==> src/rtl/ma_ctrl_pkg.sv <==
// ---------------------------------------------------------------------------
// ma_ctrl_pkg
// Shared types and helpers for the moving-average sequencing controller.
//   state_t           : controller sequence FLUSH -> WAIT_READY -> FILL -> RUN
//   clamp_length()    : maps a requested window length of 0 to 1
//   clamp_decimation(): maps a requested decimation of 0 to 1 (0 and 1 both
//                       mean "emit every settled sum")
// ---------------------------------------------------------------------------
package ma_ctrl_pkg;

    typedef enum logic [1:0] {
        FLUSH      = 2'd0,
        WAIT_READY = 2'd1,
        FILL       = 2'd2,
        RUN        = 2'd3
    } state_t;

    function automatic int unsigned clamp_length(input int unsigned length);
        return (length == 32'd0) ? 32'd1 : length;
    endfunction

    function automatic int unsigned clamp_decimation(input int unsigned decimation);
        return (decimation == 32'd0) ? 32'd1 : decimation;
    endfunction

endpackage

==> src/rtl/moving_average_ctrl.sv <==
// ---------------------------------------------------------------------------
// moving_average_ctrl
// Sequencing controller wrapped around the lock-in moving-average datapath.
// Owns the window length, flushes the averager whenever the length changes,
// waits for the averager to report ready, suppresses sums until the window
// is full, then decimates the settled sum stream.
//
// Ports
//   clock, reset        : system clock, synchronous active-high reset
//   cfg_length          : requested window length (0 treated as 1)
//   cfg_decimation      : output decimation (0 and 1 mean every sum)
//   cfg_valid           : strobe, latch cfg_* and restart the sequence
//   busy                : high in every state except RUN
//   data_in/_valid      : upstream sample stream
//   ma_reset            : reset to the averager
//   ma_length           : applied window length
//   ma_data_in/_valid   : sample stream forwarded to the averager
//   ma_ready            : averager shift register ready
//   ma_data_out/_valid  : averager running sum
//   data_out/_valid     : decimated, fully-settled sum
//   dropped_count       : saturating count of discarded upstream samples
// ---------------------------------------------------------------------------
module moving_average_ctrl
    import ma_ctrl_pkg::*;
#(
    parameter int MAX_DECIMATION     = 1024,
    parameter int MAX_OUT_DECIMATION = 4096,
    parameter int DATA_BITS          = 64,
    parameter int FLUSH_CYCLES       = 2,
    localparam int LW = $clog2(MAX_DECIMATION),
    localparam int DW = $clog2(MAX_OUT_DECIMATION)
) (
    input  logic                 clock,
    input  logic                 reset,
    input  logic [LW-1:0]        cfg_length,
    input  logic [DW-1:0]        cfg_decimation,
    input  logic                 cfg_valid,
    output logic                 busy,
    input  logic [DATA_BITS-1:0] data_in,
    input  logic                 data_in_valid,
    output logic                 ma_reset,
    output logic [LW-1:0]        ma_length,
    output logic [DATA_BITS-1:0] ma_data_in,
    output logic                 ma_data_in_valid,
    input  logic                 ma_ready,
    input  logic [DATA_BITS-1:0] ma_data_out,
    input  logic                 ma_data_out_valid,
    output logic [DATA_BITS-1:0] data_out,
    output logic                 data_out_valid,
    output logic [15:0]          dropped_count
);

    localparam int FW = (FLUSH_CYCLES > 1) ? $clog2(FLUSH_CYCLES) : 1;
    localparam logic [FW-1:0] FLUSH_LAST = FW'(FLUSH_CYCLES - 1);

    state_t        state;
    logic [FW-1:0] flush_cnt;
    logic [LW:0]   fill_cnt;      // one extra bit so the largest length compares cleanly
    logic [DW-1:0] decimation;
    logic [DW-1:0] dec_cnt;
    logic          accepting;
    logic          sample_dropped;

    // A sample arriving with cfg_valid belongs to the old configuration and
    // would corrupt the freshly flushed window, so it is discarded.
    assign accepting        = (state == FILL) || (state == RUN);
    assign ma_data_in_valid = data_in_valid && accepting && !cfg_valid;
    assign sample_dropped   = data_in_valid && (!accepting || cfg_valid);
    assign ma_data_in       = data_in;
    assign ma_reset         = reset || (state == FLUSH);
    assign busy             = (state != RUN);

    // NOTE: every register here, data path included, is given a reset value so
    // downstream never observes an X sum or a stale strobe after reset.
    always_ff @(posedge clock) begin
        if (reset) begin
            state          <= FLUSH;
            flush_cnt      <= '0;
            fill_cnt       <= '0;
            dec_cnt        <= '0;
            ma_length      <= LW'(1);
            decimation     <= DW'(1);
            data_out       <= '0;
            data_out_valid <= 1'b0;
            dropped_count  <= '0;
        end else begin
            // NOTE: non-blocking assignments throughout, so every branch sees
            // the pre-edge register values regardless of statement order.
            if (sample_dropped && (dropped_count != 16'hFFFF))
                dropped_count <= dropped_count + 16'd1;

            data_out_valid <= 1'b0;

            if (cfg_valid) begin
                // Length updates on the same edge as FLUSH entry so the
                // averager never runs a length it was not flushed for.
                ma_length  <= LW'(clamp_length(32'(cfg_length)));
                decimation <= DW'(clamp_decimation(32'(cfg_decimation)));
                state      <= FLUSH;
                flush_cnt  <= '0;
                fill_cnt   <= '0;
                dec_cnt    <= '0;
            end else begin
                unique case (state)
                    FLUSH: begin
                        if (flush_cnt == FLUSH_LAST)
                            state <= WAIT_READY;
                        else
                            flush_cnt <= flush_cnt + FW'(1);
                    end
                    WAIT_READY: begin
                        fill_cnt <= '0;
                        if (ma_ready)
                            state <= FILL;
                    end
                    FILL: begin
                        // The sum that completes the window is swallowed; the
                        // first forwarded sum is the one after it.
                        if (ma_data_out_valid) begin
                            fill_cnt <= fill_cnt + (LW+1)'(1);
                            if ((fill_cnt + (LW+1)'(1)) == {1'b0, ma_length}) begin
                                state   <= RUN;
                                dec_cnt <= '0;
                            end
                        end
                    end
                    RUN: begin
                        if (ma_data_out_valid) begin
                            if (dec_cnt == (decimation - DW'(1))) begin
                                data_out       <= ma_data_out;
                                data_out_valid <= 1'b1;
                                dec_cnt        <= '0;
                            end else begin
                                dec_cnt <= dec_cnt + DW'(1);
                            end
                        end
                    end
                    default: state <= FLUSH;
                endcase
            end
        end
    end

endmodule

==> config.mk <==
export PLATFORM = sky130hd
export DESIGN_NAME = moving_average_ctrl
export DESIGN_NICKNAME = d
export VERILOG_FILES = /design/src/rtl/ma_ctrl_pkg.sv /design/src/rtl/moving_average_ctrl.sv
export SDC_FILE = /design/constraint.sdc
export NUM_CORES = 1
export LEC_CHECK = 0
export ABC_AREA = 0
export CORE_AREA = 2 2 153 155
export DETAILED_ROUTE_END_ITERATION = 6
export DIE_AREA = 0 0 155 157
export PLACE_DENSITY_LB_ADDON = 0.08
export REMOVE_ABC_BUFFERS = 1
export SYNTH_ARGS = -nofsm -noshare
export SYNTH_HDL_FRONTEND = slang
export SYNTH_SLANG_ARGS = --single-unit
==> constraint.sdc <==
create_clock -name clock -period 3.25 [get_ports clock]
set_input_delay 0.325 -clock clock [delete_from_list [all_inputs] [get_ports clock]]
set_output_delay 0.325 -clock clock [all_outputs]
set_load 0.1 [all_outputs]
* Word level (Yosys, flattened, before mapping)
Cells that the tools add are included.
** Word-level totals
- Register bits after elaboration :: 129
- Bits in latches :: 0
- RAM bits :: 0
- Memory bits (read-only) :: 0
- Logic and storage cells :: 66
- Memories kept :: 0
** Operators by class
- Add/sub/neg operators :: 5
- Multipliers :: 0
- Divide/modulo/power cells :: 0
- Magnitude comparators :: 0
- Eq/ne operators :: 12
- Shifts and indexed selects :: 0
- Muxes and demuxes :: 16
- Bitwise operators :: 3
- Reduce and logical (&&, ||, !) cells :: 21
** Operators by type and width (count)
- 2-to-1 mux 12 bit :: 5
- one-hot mux 12 bit (2 select lines) :: 1
- one-hot mux 11 bit (2 select lines) :: 1
- adder 16 x 1 -> 16 bit, second input constant :: 1
- inequality test 16 bit, second input constant :: 1
- adder 12 x 1 -> 12 bit, second input constant :: 1
- equality test 12 bit :: 1
- zero test 12 bit :: 1
- subtractor 12 x 1 -> 12 bit, second input constant :: 1
- adder 11 x 1 -> 11 bit, second input constant :: 1
- equality test 11 x 10 -> 1 bit :: 1
- 2-to-1 mux 11 bit :: 1
- zero test 10 bit :: 1
- 2-to-1 mux 10 bit :: 1
- inequality test 2 bit, second input constant :: 5
- 2-to-1 mux 2 bit :: 4
- AND reduction 4 bit :: 2
- one-hot mux 2 bit (3 select lines) :: 1
- AND reduction 5 bit :: 1
- equality test 2 bit, second input constant :: 2
- logical AND 1 bit :: 4
- nonzero test 2 bit :: 2
- OR reduction 4 bit :: 1
- logical OR 1 bit :: 3
- 10 further kinds :: 14

* Logic depth before layout (Yosys ltp)
- Word-level depth :: 6
- Depth in mapped cells :: 13
- Depth with buffers taken out :: 9

* Least setup slack after synthesis
OpenSTA, ideal clock, no wires.
- Kind :: flip-flop to flip-flop
- Start point :: reg dropped_count[0]
- End point :: reg dropped_count[15]
- Setup time :: 0.128 ns
- Data arrival time :: 2.837 ns
- Required time :: 3.122 ns
- Path slack :: 0.286 ns
- Cell stages (with the launch flop) :: 9
- Buffers on the path :: 0
- Period minus slack after synthesis :: 2.964 ns
- Cells stage by stage :: dfxtp_1 > ha_1 > nand2_1 > or2_2 > o311ai_1 > nor3_1 > nand4_1 > xor2_1 > nor2_1
** On the way
- Cells in the longest elaborated chain, start to end :: 2
** Ends and longest elaborated chain
- from (decl) :: line moving_average_ctrl.sv:50 : output logic [15:0] dropped_count
- from (signal assigned) :: line moving_average_ctrl.sv:90 : dropped_count <= dropped_count + 16'd1;
- branches (longest 2 deep; another with adder 16 x 1 -> 16 bit)
Parallel ways; which one is timed is not known.
A chain may end at the register's enable or synchronous reset.

* Final worst setup path
- Start point :: reg decimation[0]
- End point :: reg data_out[55]
** On the way
- Cells in the longest elaborated chain, start to end :: 3
** Ends and longest elaborated chain
- from (decl) :: line moving_average_ctrl.sv:59 : logic [DW-1:0] decimation;
- from (signal assigned) :: line moving_average_ctrl.sv:98 : decimation <= DW'(clamp_decimation(32'(cfg_decimation)));
- subtractor 12 x 1 -> 12 bit :: line moving_average_ctrl.sv:129 : if (dec_cnt == (decimation - DW'(1))) begin
- equality test 12 bit :: line moving_average_ctrl.sv:129
- AND reduction 4 bit (no source line)
- to (signal assigned) :: line moving_average_ctrl.sv:130 : data_out <= ma_data_out;
- to (decl) :: line moving_average_ctrl.sv:48 : output logic [DATA_BITS-1:0] data_out,
No other way between the ends.

==> results.json <==
{
  "holdPathStages": 2,
  "yosysSeqAreaShare_pct": 38.6,
  "whs_ps": 317,
  "grt_pass1_vias": 5839,
  "final_core_util_pct": 39.4,
  "avgViaCountPerCell": 5.03,
  "yosys-top-cells-area": "dfxtp_1, mux2i_1, nor2_1, buf_4, xor2_1",
  "io_pins": 314,
  "first_pass_iters": 7,
  "cts.clk_slew.worst_paths_ps": 70,
  "critical_path_arrival_ps": 3260,
  "irDropWorstVdd_mv": 0.387,
  "antenna_found_initial": 1,
  "clock_latency_ps": 420,
  "p_leak_nw": 3.14,
  "dieHeight_um": 157,
  "vias": 5863,
  "synth_area_mm2": 0.00669,
  "htree_levels": 4,
  "end_kind": "flop",
  "status": "completed",
  "hold_viol_final": 0,
  "detail-route-antenna-nets": 0,
  "r2r_cells": 10,
  "grt_first_pass_wirelength_um": 36000,
  "async_reset_ff_share_pct": 0,
  "yosys.area.top_type": "dfxtp_1",
  "synth_top_area_share_pct": 38.6,
  "core_mm2": 0.0225,
  "total_power_mw": 3.96,
  "drv_cap": 0,
  "fp.dieW_um": 155,
  "hold_buffers": 0,
  "p_per_area_mw_per_mm2": 447,
  "portBuffers": 185,
  "timing.fmax_mhz": 336,
  "min_from": "reset",
  "wl_um": 23800,
  "start_util_pct": 29.7,
  "overflow": 0,
  "finalInstanceArea_mm2": 0.00886,
  "cts_buffer_depth": 2,
  "cts.sinks": 129,
  "synth_ff_type": "dfxtp_1",
  "fin_crit_ps": 2970,
  "fin_cells": 1165,
  "row_count": 55,
  "synth-edff-count": 0,
  "die-area_mm2": 0.0243,
  "maxSlewViolCount": 0,
  "hold-path-endpoint": "dropped_count[7]",
  "timing.rr.end": "data_out[55]",
  "crit_fanout": 36,
  "cts_buffers": 17,
  "placedInstanceArea_mm2": 0.00826,
  "setup_ws_ps": 278,
  "dp.cells": 1132,
  "multiInputGateArea_mm2": 0.00331,
  "post-route-period-util_pct": 91.5,
  "hold_path_class": "input pin to flop",
  "wl_per_cell_um": 20.4,
  "crit_required_ps": 3530,
  "drive_above_1_share_pct": 8.76,
  "setup_viol": 0,
  "syn_area_per_cell_um2": 8.84,
  "rsz0062_at_grt": "no",
  "regToRegStartpoint": "decimation[0]",
  "synthDistinctLibCells": 63,
  "ys_ff_latch": 129,
  "area_delta_synth_final_pct": 32.5,
  "r2r_slack_ps": 280,
  "hpwl_um": 17700,
  "cts_root_buffer": "clkbuf_16",
  "grt_max_degree": 74,
  "path_class": "flop to flop",
  "critPathLaunchType": "flop",
  "cts_tree": "built",
  "seq_area_mm2": 0.00258,
  "synthCells": 756,
  "nNetsFinal": 1032,
  "drtIter0Drc": 317,
  "gp_congestion": 0.787,
  "drc_errors": 0,
  "worst_pin_slew_ps": 1050,
  "clock_skew_ps": 15.7,
  "maxSlewHeadroom_pct": 29.8,
  "dp_slack_ps": 170,
  "track_usage_pct": 19.6,
  "yosys_warnings": 0,
  "n_fill_cell": 2244,
  "tns_ps": 0
}
## per-layer routing
layer / GRT usage, % / part of all wire, % / routed length [µm]
met1: 22.5 / 41 / 9770
met2: 27.5 / 41 / 9800
met3: 15.5 / 15 / 3610
met4: 4.06 / 1.0 / 248
met5: 12.2 / 1.5 / 364
## state kept, by name, summed over array words and instances (netlist names)
name            flops
data_out           64
data_out_valid      1
dec_cnt            12
decimation         12
dropped_count      16
fill_cnt           11
flush_cnt           1
ma_length          10
state               2
## synthesized netlist by cell type, types with 2 or more instances
library cell  number
a211oi_1           5
a21oi_1           22
a221oi_1           3
a311oi_1           4
a31oi_1            7
and3_1             3
and3b_1            2
and4_1             3
buf_12             6
buf_2              2
buf_4             64
buf_6              2
clkbuf_1          33
dfxtp_1          129
ha_1              10
inv_1             15
mux2_2             2
mux2i_1           86
nand2_1           39
nand2b_1           2
nand3_1           19
nand3b_1           5
nand4_1           13
nor2_1           129
nor2b_1            5
nor3_1            15
nor3b_1            3
nor4_1             6
nor4b_1            2
o21ai_0           11
o21bai_1           3
o22ai_1            9
o31ai_1            2
o32ai_1            2
or2_2             12
or3_1             18
xnor2_1           16
xor2_1            22
## how the worst max path moves through the flow
| stage | slack (ps) | to | cells past startpoint | from |
|---|---|---|---|---|
| after floorplan | -4500 | data_out[0] | 9 | decimation[0] |
| after global placement | 230 | data_out[10] | 10 | decimation[0] |
| after detailed placement | 170 | data_out[38] | 10 | decimation[0] |
| after CTS | 110 | data_out[55] | 10 | decimation[0] |
| after global routing | 20 | data_out[35] | 10 | decimation[0] |
| final | 280 | data_out[55] | 10 | decimation[0] |
## cell families after synthesis
kind of cell	count (synthesis)	synth area share, %
simple gates	286	20.8
flops	129	38.6
buf+inv	122	12.2
mux	88	13.2
compound gates	83	8.36
xor+xnor	38	4.98
fa+ha+maj	10	1.87
## final cells by class
class / instances / area share (%)
well taps: 285 / 4.02
flip-flops and latches: 129 / 29.1
multi-input cells: 505 / 37.3
repair buffers: 198 / 22.2
diodes: 1 / 0.0282
clock buffers: 19 / 5.11
inverters: 15 / 0.635
clock inverters: 13 / 1.55
## where the power goes
group | internal [mW] | switching, mW | total (mW)
Sequential | 1.60 | 0.0301 | 1.63
Clock | 1.12 | 0.822 | 1.95
Combinational | 0.179 | 0.208 | 0.388
Total | 2.90 | 1.06 | 3.96
## critical path, cell delays in order (launching register included)
cell,delay [ps]
dfxtp_1,450
inv_1,70
ha_1,300
nor3b_2,220
a221oi_1,310
nand4b_1,160
nand4_1,230
a2111oi_4,440
buf_12,320
mux2i_1,240
nor2_1,60
## cell usage in the layout, fill, tap and decap left out, types with 6 or more instances in the layout
master	instances
nor3_1	15
a21oi_1	22
nand3_1	19
or2_2	12
xor2_1	22
nand2_1	39
ha_1	10
clkbuf_16	17
clkdlybuf4s50_1	176
inv_6	8
nor2_1	129
nor4_1	6
o22ai_1	9
inv_1	15
a31oi_1	7
nand4_1	13
xnor2_1	16
dfxtp_1	129
or3_1	18
buf_4	19
mux2i_1	86
o21ai_0	11
## repair_timing
| action | 4_1_cts | 5_1_grt |
|---|---|---|
| resized for setup | 0 | 1 |
| endpoints found under the setup margin | 0 | 64 |
| setup buffers | 0 | 0 |
Note: power is estimated with default switching activity, not from simulation.
